File: src/rtl/alu_op_sequencer_if.sv
// Request/result handshake bundle between the entry decoder, the sequencer and the display.
// The master side drives requests and result acceptance; the slave side is the sequencer.
interface alu_op_sequencer_if #(
    parameter int WIDTH = 4,
    parameter int OPW   = 4
);
    logic [2*WIDTH+OPW-1:0] nr_coded;
    logic                   in_valid;
    logic                   in_ready;
    logic [WIDTH-1:0]       result;
    logic [WIDTH-1:0]       remainder;
    logic                   flag_c;
    logic                   err;
    logic                   out_valid;
    logic                   out_ready;
    logic                   busy;

    modport master (
        output nr_coded, in_valid, out_ready,
        input  in_ready, result, remainder, flag_c, err, out_valid, busy
    );

    modport slave (
        input  nr_coded, in_valid, out_ready,
        output in_ready, result, remainder, flag_c, err, out_valid, busy
    );
endinterface

File: src/rtl/alu_op_sequencer.sv
// Sequencing controller for the calculator ALU: accepts one {op,b,a} request, runs
// single-cycle add/sub/clr or WIDTH-cycle shift-add mul / restoring div, returns the result.
module alu_op_sequencer #(
    parameter int WIDTH = 4,
    parameter int OPW   = 4
) (
    input  logic             clk,
    input  logic             rst,
    alu_op_sequencer_if.slave bus
);
    localparam int CW = $clog2(WIDTH + 1);

    localparam logic [OPW-1:0] OP_CLR = OPW'(0);
    localparam logic [OPW-1:0] OP_ADD = OPW'(1);
    localparam logic [OPW-1:0] OP_SUB = OPW'(2);
    localparam logic [OPW-1:0] OP_MUL = OPW'(3);
    localparam logic [OPW-1:0] OP_DIV = OPW'(4);

    typedef enum logic [1:0] {
        ST_IDLE,
        ST_EXEC,
        ST_DONE
    } state_t;

    state_t r_state;
    state_t w_state_nxt;

    logic [OPW-1:0]     r_op;
    logic [WIDTH-1:0]   r_opa;
    logic [WIDTH-1:0]   r_opb;
    logic [2*WIDTH-1:0] r_bsh;
    logic [2*WIDTH-1:0] r_acc;
    logic [WIDTH-1:0]   r_rem;
    logic [WIDTH-1:0]   r_quo;
    logic [CW-1:0]      r_cnt;
    logic [WIDTH-1:0]   r_result;
    logic [WIDTH-1:0]   r_remainder;
    logic               r_flag_c;
    logic               r_err;

    logic [WIDTH-1:0]   w_a;
    logic [WIDTH-1:0]   w_b;
    logic [OPW-1:0]     w_op;
    logic               w_accept;
    logic [WIDTH:0]     w_sum;
    logic [WIDTH-1:0]   w_diff;
    logic [2*WIDTH-1:0] w_mul_nxt;
    logic [WIDTH:0]     w_trial;
    logic               w_ge;
    logic [WIDTH-1:0]   w_rem_nxt;
    logic [WIDTH-1:0]   w_quo_nxt;
    logic               w_last;
    logic               w_iter;

    assign w_a  = bus.nr_coded[WIDTH-1:0];
    assign w_b  = bus.nr_coded[2*WIDTH-1:WIDTH];
    assign w_op = bus.nr_coded[2*WIDTH+OPW-1:2*WIDTH];

    assign w_accept = bus.in_valid && (r_state == ST_IDLE);

    assign w_sum  = {1'b0, r_opa} + {1'b0, r_opb};
    assign w_diff = r_opa - r_opb;

    // Multiplier bits are consumed LSB first from r_opa while b<<i walks up in r_bsh.
    assign w_mul_nxt = r_opa[0] ? (r_acc + r_bsh) : r_acc;

    // Dividend bits are consumed MSB first from r_opa; the partial remainder always fits WIDTH bits.
    assign w_trial   = {r_rem, r_opa[WIDTH-1]};
    assign w_ge      = (w_trial >= {1'b0, r_opb});
    assign w_rem_nxt = w_ge ? (w_trial[WIDTH-1:0] - r_opb) : w_trial[WIDTH-1:0];
    assign w_quo_nxt = {r_quo[WIDTH-2:0], w_ge};

    assign w_last = (r_cnt == CW'(WIDTH - 1));
    assign w_iter = (r_op == OP_MUL) || ((r_op == OP_DIV) && (r_opb != '0));

    always_ff @(posedge clk or posedge rst) begin
        if (rst) begin
            r_state <= ST_IDLE;
        end else begin
            r_state <= w_state_nxt;
        end
    end

    always_comb begin
        w_state_nxt = r_state;
        case (r_state)
            ST_IDLE: begin
                if (bus.in_valid) begin
                    w_state_nxt = ST_EXEC;
                end
            end
            ST_EXEC: begin
                if (!w_iter || w_last) begin
                    w_state_nxt = ST_DONE;
                end
            end
            ST_DONE: begin
                if (bus.out_ready) begin
                    w_state_nxt = ST_IDLE;
                end
            end
            default: w_state_nxt = ST_IDLE;
        endcase
    end

    always_ff @(posedge clk or posedge rst) begin
        if (rst) begin
            r_op        <= '0;
            r_opa       <= '0;
            r_opb       <= '0;
            r_bsh       <= '0;
            r_acc       <= '0;
            r_rem       <= '0;
            r_quo       <= '0;
            r_cnt       <= '0;
            r_result    <= '0;
            r_remainder <= '0;
            r_flag_c    <= 1'b0;
            r_err       <= 1'b0;
        end else if (w_accept) begin
            r_op     <= w_op;
            r_opa    <= w_a;
            r_opb    <= w_b;
            r_bsh    <= {{WIDTH{1'b0}}, w_b};
            r_acc    <= '0;
            r_rem    <= '0;
            r_quo    <= '0;
            r_cnt    <= '0;
            r_flag_c <= 1'b0;
            r_err    <= 1'b0;
        end else if (r_state == ST_EXEC) begin
            case (r_op)
                OP_CLR: begin
                    r_result    <= '0;
                    r_remainder <= '0;
                    r_flag_c    <= 1'b0;
                    r_err       <= 1'b0;
                end
                OP_ADD: begin
                    r_result    <= w_sum[WIDTH-1:0];
                    r_remainder <= '0;
                    r_flag_c    <= w_sum[WIDTH];
                end
                OP_SUB: begin
                    r_result    <= w_diff;
                    r_remainder <= '0;
                    r_flag_c    <= (r_opa < r_opb);
                end
                OP_MUL: begin
                    r_acc <= w_mul_nxt;
                    r_bsh <= {r_bsh[2*WIDTH-2:0], 1'b0};
                    r_opa <= {1'b0, r_opa[WIDTH-1:1]};
                    r_cnt <= r_cnt + CW'(1);
                    if (w_last) begin
                        r_result    <= w_mul_nxt[WIDTH-1:0];
                        r_remainder <= '0;
                        r_flag_c    <= |w_mul_nxt[2*WIDTH-1:WIDTH];
                    end
                end
                OP_DIV: begin
                    if (r_opb == '0) begin
                        r_result    <= '1;
                        r_remainder <= r_opa;
                        r_err       <= 1'b1;
                    end else begin
                        r_rem <= w_rem_nxt;
                        r_quo <= w_quo_nxt;
                        r_opa <= {r_opa[WIDTH-2:0], 1'b0};
                        r_cnt <= r_cnt + CW'(1);
                        if (w_last) begin
                            r_result    <= w_quo_nxt;
                            r_remainder <= w_rem_nxt;
                        end
                    end
                end
                default: begin
                    r_result    <= '0;
                    r_remainder <= '0;
                    r_err       <= 1'b1;
                end
            endcase
        end
    end

    assign bus.in_ready  = (r_state == ST_IDLE);
    assign bus.out_valid = (r_state == ST_DONE);
    assign bus.busy      = (r_state != ST_IDLE);
    assign bus.result    = r_result;
    assign bus.remainder = r_remainder;
    assign bus.flag_c    = r_flag_c;
    assign bus.err       = r_err;
endmodule

File: src/flat_wrapper.sv
// flat-port wrapper written by rule: the top's interface ports become plain ports
module alu_op_sequencer_flat 
#(
    parameter int WIDTH = 4,
    parameter int OPW   = 4
)
  (clk, rst, bus_nr_coded, bus_in_valid, bus_out_ready, bus_in_ready, bus_result, bus_remainder, bus_flag_c, bus_err, bus_out_valid, bus_busy);
  alu_op_sequencer_if #(.WIDTH(WIDTH), .OPW(OPW)) bus_i ();
  input  logic clk;
  input  logic rst;
  input wire logic [$bits(bus_i.nr_coded)-1:0] bus_nr_coded;
  input wire logic [$bits(bus_i.in_valid)-1:0] bus_in_valid;
  input wire logic [$bits(bus_i.out_ready)-1:0] bus_out_ready;
  output wire logic [$bits(bus_i.in_ready)-1:0] bus_in_ready;
  output wire logic [$bits(bus_i.result)-1:0] bus_result;
  output wire logic [$bits(bus_i.remainder)-1:0] bus_remainder;
  output wire logic [$bits(bus_i.flag_c)-1:0] bus_flag_c;
  output wire logic [$bits(bus_i.err)-1:0] bus_err;
  output wire logic [$bits(bus_i.out_valid)-1:0] bus_out_valid;
  output wire logic [$bits(bus_i.busy)-1:0] bus_busy;
  assign bus_i.nr_coded = bus_nr_coded;
  assign bus_i.in_valid = bus_in_valid;
  assign bus_i.out_ready = bus_out_ready;
  assign bus_in_ready = bus_i.in_ready;
  assign bus_result = bus_i.result;
  assign bus_remainder = bus_i.remainder;
  assign bus_flag_c = bus_i.flag_c;
  assign bus_err = bus_i.err;
  assign bus_out_valid = bus_i.out_valid;
  assign bus_busy = bus_i.busy;
  alu_op_sequencer #(.WIDTH(WIDTH), .OPW(OPW)) u_core (.clk(clk), .rst(rst), .bus(bus_i));
endmodule
File: config.mk
export PLATFORM = sky130hd
export DESIGN_NAME = alu_op_sequencer_flat
export DESIGN_NICKNAME = d
export VERILOG_FILES = /design/src/rtl/alu_op_sequencer_if.sv /design/src/rtl/alu_op_sequencer.sv /design/src/flat_wrapper.sv
export SDC_FILE = /design/constraint.sdc
export NUM_CORES = 1
export LEC_CHECK = 0
export ABC_AREA = 1
export CAP_MARGIN = 20
export CORE_MARGIN = 2
export CORE_UTILIZATION = 58
export DETAILED_ROUTE_END_ITERATION = 8
export HOLD_SLACK_MARGIN = 0.02
export PLACE_DENSITY = 0.92
export SLEW_MARGIN = 20
export SYNTH_ARGS = -nofsm -noshare
export SYNTH_HDL_FRONTEND = slang
export SYNTH_SLANG_ARGS = --single-unit
File: constraint.sdc
create_clock -name clk -period 2.4 [get_ports clk]
set_input_delay 0.48 -clock clk [delete_from_list [all_inputs] [get_ports clk]]
set_output_delay 0.48 -clock clk [all_outputs]
set_load 0.05 [all_outputs]
==> flow_summary.yaml <==
outcome:
  status: "complete, no violations"
floorplan:
  die_w_um: 77.50
  die-area_mm2: 0.006005
  start_util: 0.6057
  die_h_um: 77.50
  rows: 26
  core_area_mm2: 0.005172
  ios: 29
sta:
  setup_ws_ns: 0.1941
  worst_slew_pin_slew_ns: 0.5920
  finalSetupViolations: 0
  period_share: 0.9191
  max-slew-margin-rel: 0.6023
  slew_violations: 0
  min_period_ns: 2.206
  rsz0062_at_grt: "no"
  hold_violations: 0
  final.setup.tns_ns: 0
  skew_ns: 0.004504
  fmax_ghz: 0.4533
route:
  drt_iter0_drc: 213
  finalWirelength_mm: 7.299
  ant_nets: 0
  drtPass1Iterations: 5
  vias_per_cell: 5.692
  drc: 0
  wl_per_cell_um: 14.42
  vias: 2880
synth:
  synth_area_leaders: "dfrtp_1 (40%), nand2_1 (14%), ha_1 (8.4%), inv_1 (6.0%), o21ai_0 (5.4%)"
  ys_types: 39
  syn_area_per_cell_um2: 7.774
  seq_area_frac_synth: 0.3994
  synth_top_area_share: 0.3994
  postSynthCellCount: 403
  netlist_area_mm2: 0.003133
  synthesis.nets: 444
  synth-seq-cells: 50
  yosys_warnings: 0
  synth_largest_area_cell: "dfrtp_1"
power_and_ir_drop:
  leakagePower_uw: 0.001849
  ir_drop_mv: 0.9958
  clock_power_share: 0.112
  combPwrFrac: 0.589
  pwr-share-seq: 0.298
  power-per-cell-area_mw_per_mm2: 1271
  p_int_uw: 2255
  swShare: 0.5075
  power.switching_uw: 2324
layout:
  syn2layout_area_growth_pct: 14.94
  drive_gt1_frac: 0.07798
  design_area_mm2: 0.003601
  antenna_cells: 0
  final_nets: 476
clocking:
  post_cts_buffers: 0
  cts_resized: 0
  clockBufferDepth: 2
  cts_num_sinks: 50
  cts_tree: "done"
  root_buffer: "clkbuf_8"
  cts_made_buffers: 5
  clk_pin_slew_ns: 0.09
  holdBufCountCts: 0
  htree_levels: 2
  clock_latency_ns: 0.31
setup_path:
  rrSetupSlack_ns: 0.20
  rr_worst_depth: 11
  crit_path_max_incr_delay_ns: 0.84
  cp.required_ns: 1.92
  worstPathMaxFanout: 4
  crit_arrival_ns: 1.73
  rr_startpoint: "u_core.r_opb[1]"
  critical_path.startpoint_type: "register"
  worst-setup-path-type: "reg -> out"
  cp-end-kind: "primary output"
  timing.rr.end: "u_core.bus.remainder[2]"
  crit_chain: "nor2_1, clkdlybuf4s50_1"
  worst_path_max_delay_cell: "clkdlybuf4s50_1"
hold_path:
  hold_path_class: "reg -> reg"
  min_from: "u_core.bus.remainder[2]"
  holdPathStages: 2
  hold_path_end: "u_core.bus.remainder[2]"
global_routing:
  antenna_found_initial: 0
  grt_pass1_vias: 2783
  grt_max_degree: 30
  grt_pass1_wl_mm: 12.32
  track_usage: 0.2586
  overflow: 0
placed_design:
  place.gp.congestion: 0.9386
  portBuffers: 28
  place_area_mm2: 0.003506
  pre_cts_slack_ns: 0.2924
  dp_hpwl_mm: 5.504
job:
  maxCapViolCount: 0
## worst max-delay path: cells and delay by family (launching register included)
family,cells,cell delay [ns]
AND/OR/NAND/NOR,1,0.16
buffers and inverters,1,0.84
flip-flops,1,0.41
## synth_stat cells (all sizes together)
| cell type | instances |
|---|---|
| o21ai | 38 |
| o2111ai | 1 |
| fa | 4 |
| a22o | 4 |
| o211ai | 5 |
| o21a | 1 |
| a31oi | 3 |
| dfrtp | 50 |
| and2 | 1 |
| o21bai | 1 |
| xor2 | 2 |
| o31ai | 3 |
| inv | 53 |
| o22ai | 2 |
| or2 | 4 |
| nand4 | 2 |
| nor3 | 4 |
| a21oi | 15 |
| nand2 | 119 |
| buf | 5 |
| clkinv | 1 |
| clkbuf | 4 |
| a211oi | 1 |
| o221ai | 1 |
| nand3 | 34 |
| ha | 21 |
| xnor2 | 2 |
| nor2 | 22 |
## registers in the layout (all words and copies together) (netlist names)
register / cells
u_core.r_rem: 4
u_core.r_acc: 8
u_core.r_op: 4
u_core.bus.result: 4
u_core.r_cnt: 3
u_core.bus.flag_c: 1
u_core.bus.err: 1
u_core.r_opb: 4
u_core.r_bsh: 8
u_core.bus.remainder: 4
u_core.r_quo: 3
u_core.r_opa: 4
u_core.r_state: 2
## metrics by stage
stage | utilization | total power (uW) | std cells | hold slack, ns
5_1_grt | 0.6962 | 4941 | 506 | 0.5263
3_3_place_gp | 0.6778 | 3918 | 498 | 0.4644
3_5_place_dp | 0.6778 | 4009 | 498 | 0.4684
6_report | 0.6962 | 4579 | 506 | 0.4825
4_1_cts | 0.6962 | 4540 | 506 | 0.4883
2_1_floorplan | - | 3289 | 403 | 0.4531
## routing by layer
metal | part of all wire | GRT usage
met5 | 0 | 0
met4 | 0.023 | 0.08393
met3 | 0.056 | 0.04535
met2 | 0.51 | 0.4722
met1 | 0.41 | 0.3079
## cell type report
cell class | instances | area, um2
clock inverters | 2 | 12.51
repair buffers | 34 | 337.8
multi-input cells | 290 | 1627
inverters | 54 | 202.7
well taps | 70 | 87.58
fillers | 414 | 1572
clock buffers | 6 | 82.58
flip-flops and latches | 50 | 1251
## cell families (layout without fill, tap and decap cells)
logic type / after synthesis / after routing / synth area share
buffers and inverters: 63 / 96 / 0.08146
adders and majority gates: 25 / 25 / 0.1094
AOI/OAI and AO/OA: 75 / 75 / 0.1406
xor gates and xnor gates: 4 / 4 / 0.01118
and+or+nand+nor: 186 / 186 / 0.2580
DFF: 50 / 50 / 0.3994
## worst max path at each step
stage	start	end	slack, ns
after floorplan	u_core.r_state[0]	u_core.r_acc[4]	0.33
after global placement	u_core.r_opb[1]	u_core.bus.remainder[2]	0.42
after detailed placement	u_core.r_opb[1]	u_core.bus.remainder[0]	0.29
after CTS	u_core.r_state[0]	bus_in_ready	0.19
after global routing	u_core.r_opb[1]	u_core.bus.remainder[1]	0.02
final	u_core.r_state[0]	bus_in_ready	0.19
## power by group through the flow
stage	clock [uW]	combinational, uW	sequential [uW]
after global placement	0	2560	1360
after CTS	518	2660	1360
after floorplan	0	1750	1540
after global routing	555	2990	1390
final	515	2700	1360
after detailed placement	0	2640	1370
## placed cells by master, fill, tap and decap left out, drive strengths merged
| master | instances |
|---|---|
| a31oi | 3 |
| or2 | 4 |
| nor2 | 22 |
| o31ai | 3 |
| clkinv | 2 |
| clkbuf | 6 |
| nand2 | 119 |
| a211oi | 1 |
| o21ai | 38 |
| o21a | 1 |
| a22o | 4 |
| nor3 | 4 |
| xnor2 | 2 |
| clkdlybuf4s50 | 28 |
| nand3 | 34 |
| fa | 4 |
| o22ai | 2 |
| o211ai | 5 |
| o21bai | 1 |
| xor2 | 2 |
| nand4 | 2 |
| o2111ai | 1 |
| clkinvlp | 1 |
| ha | 21 |
| o221ai | 1 |
| inv | 53 |
| dfrtp | 50 |
| and2 | 1 |
| a21oi | 15 |
| buf | 6 |
Note: power is estimated with default switching activity, not from simulation.
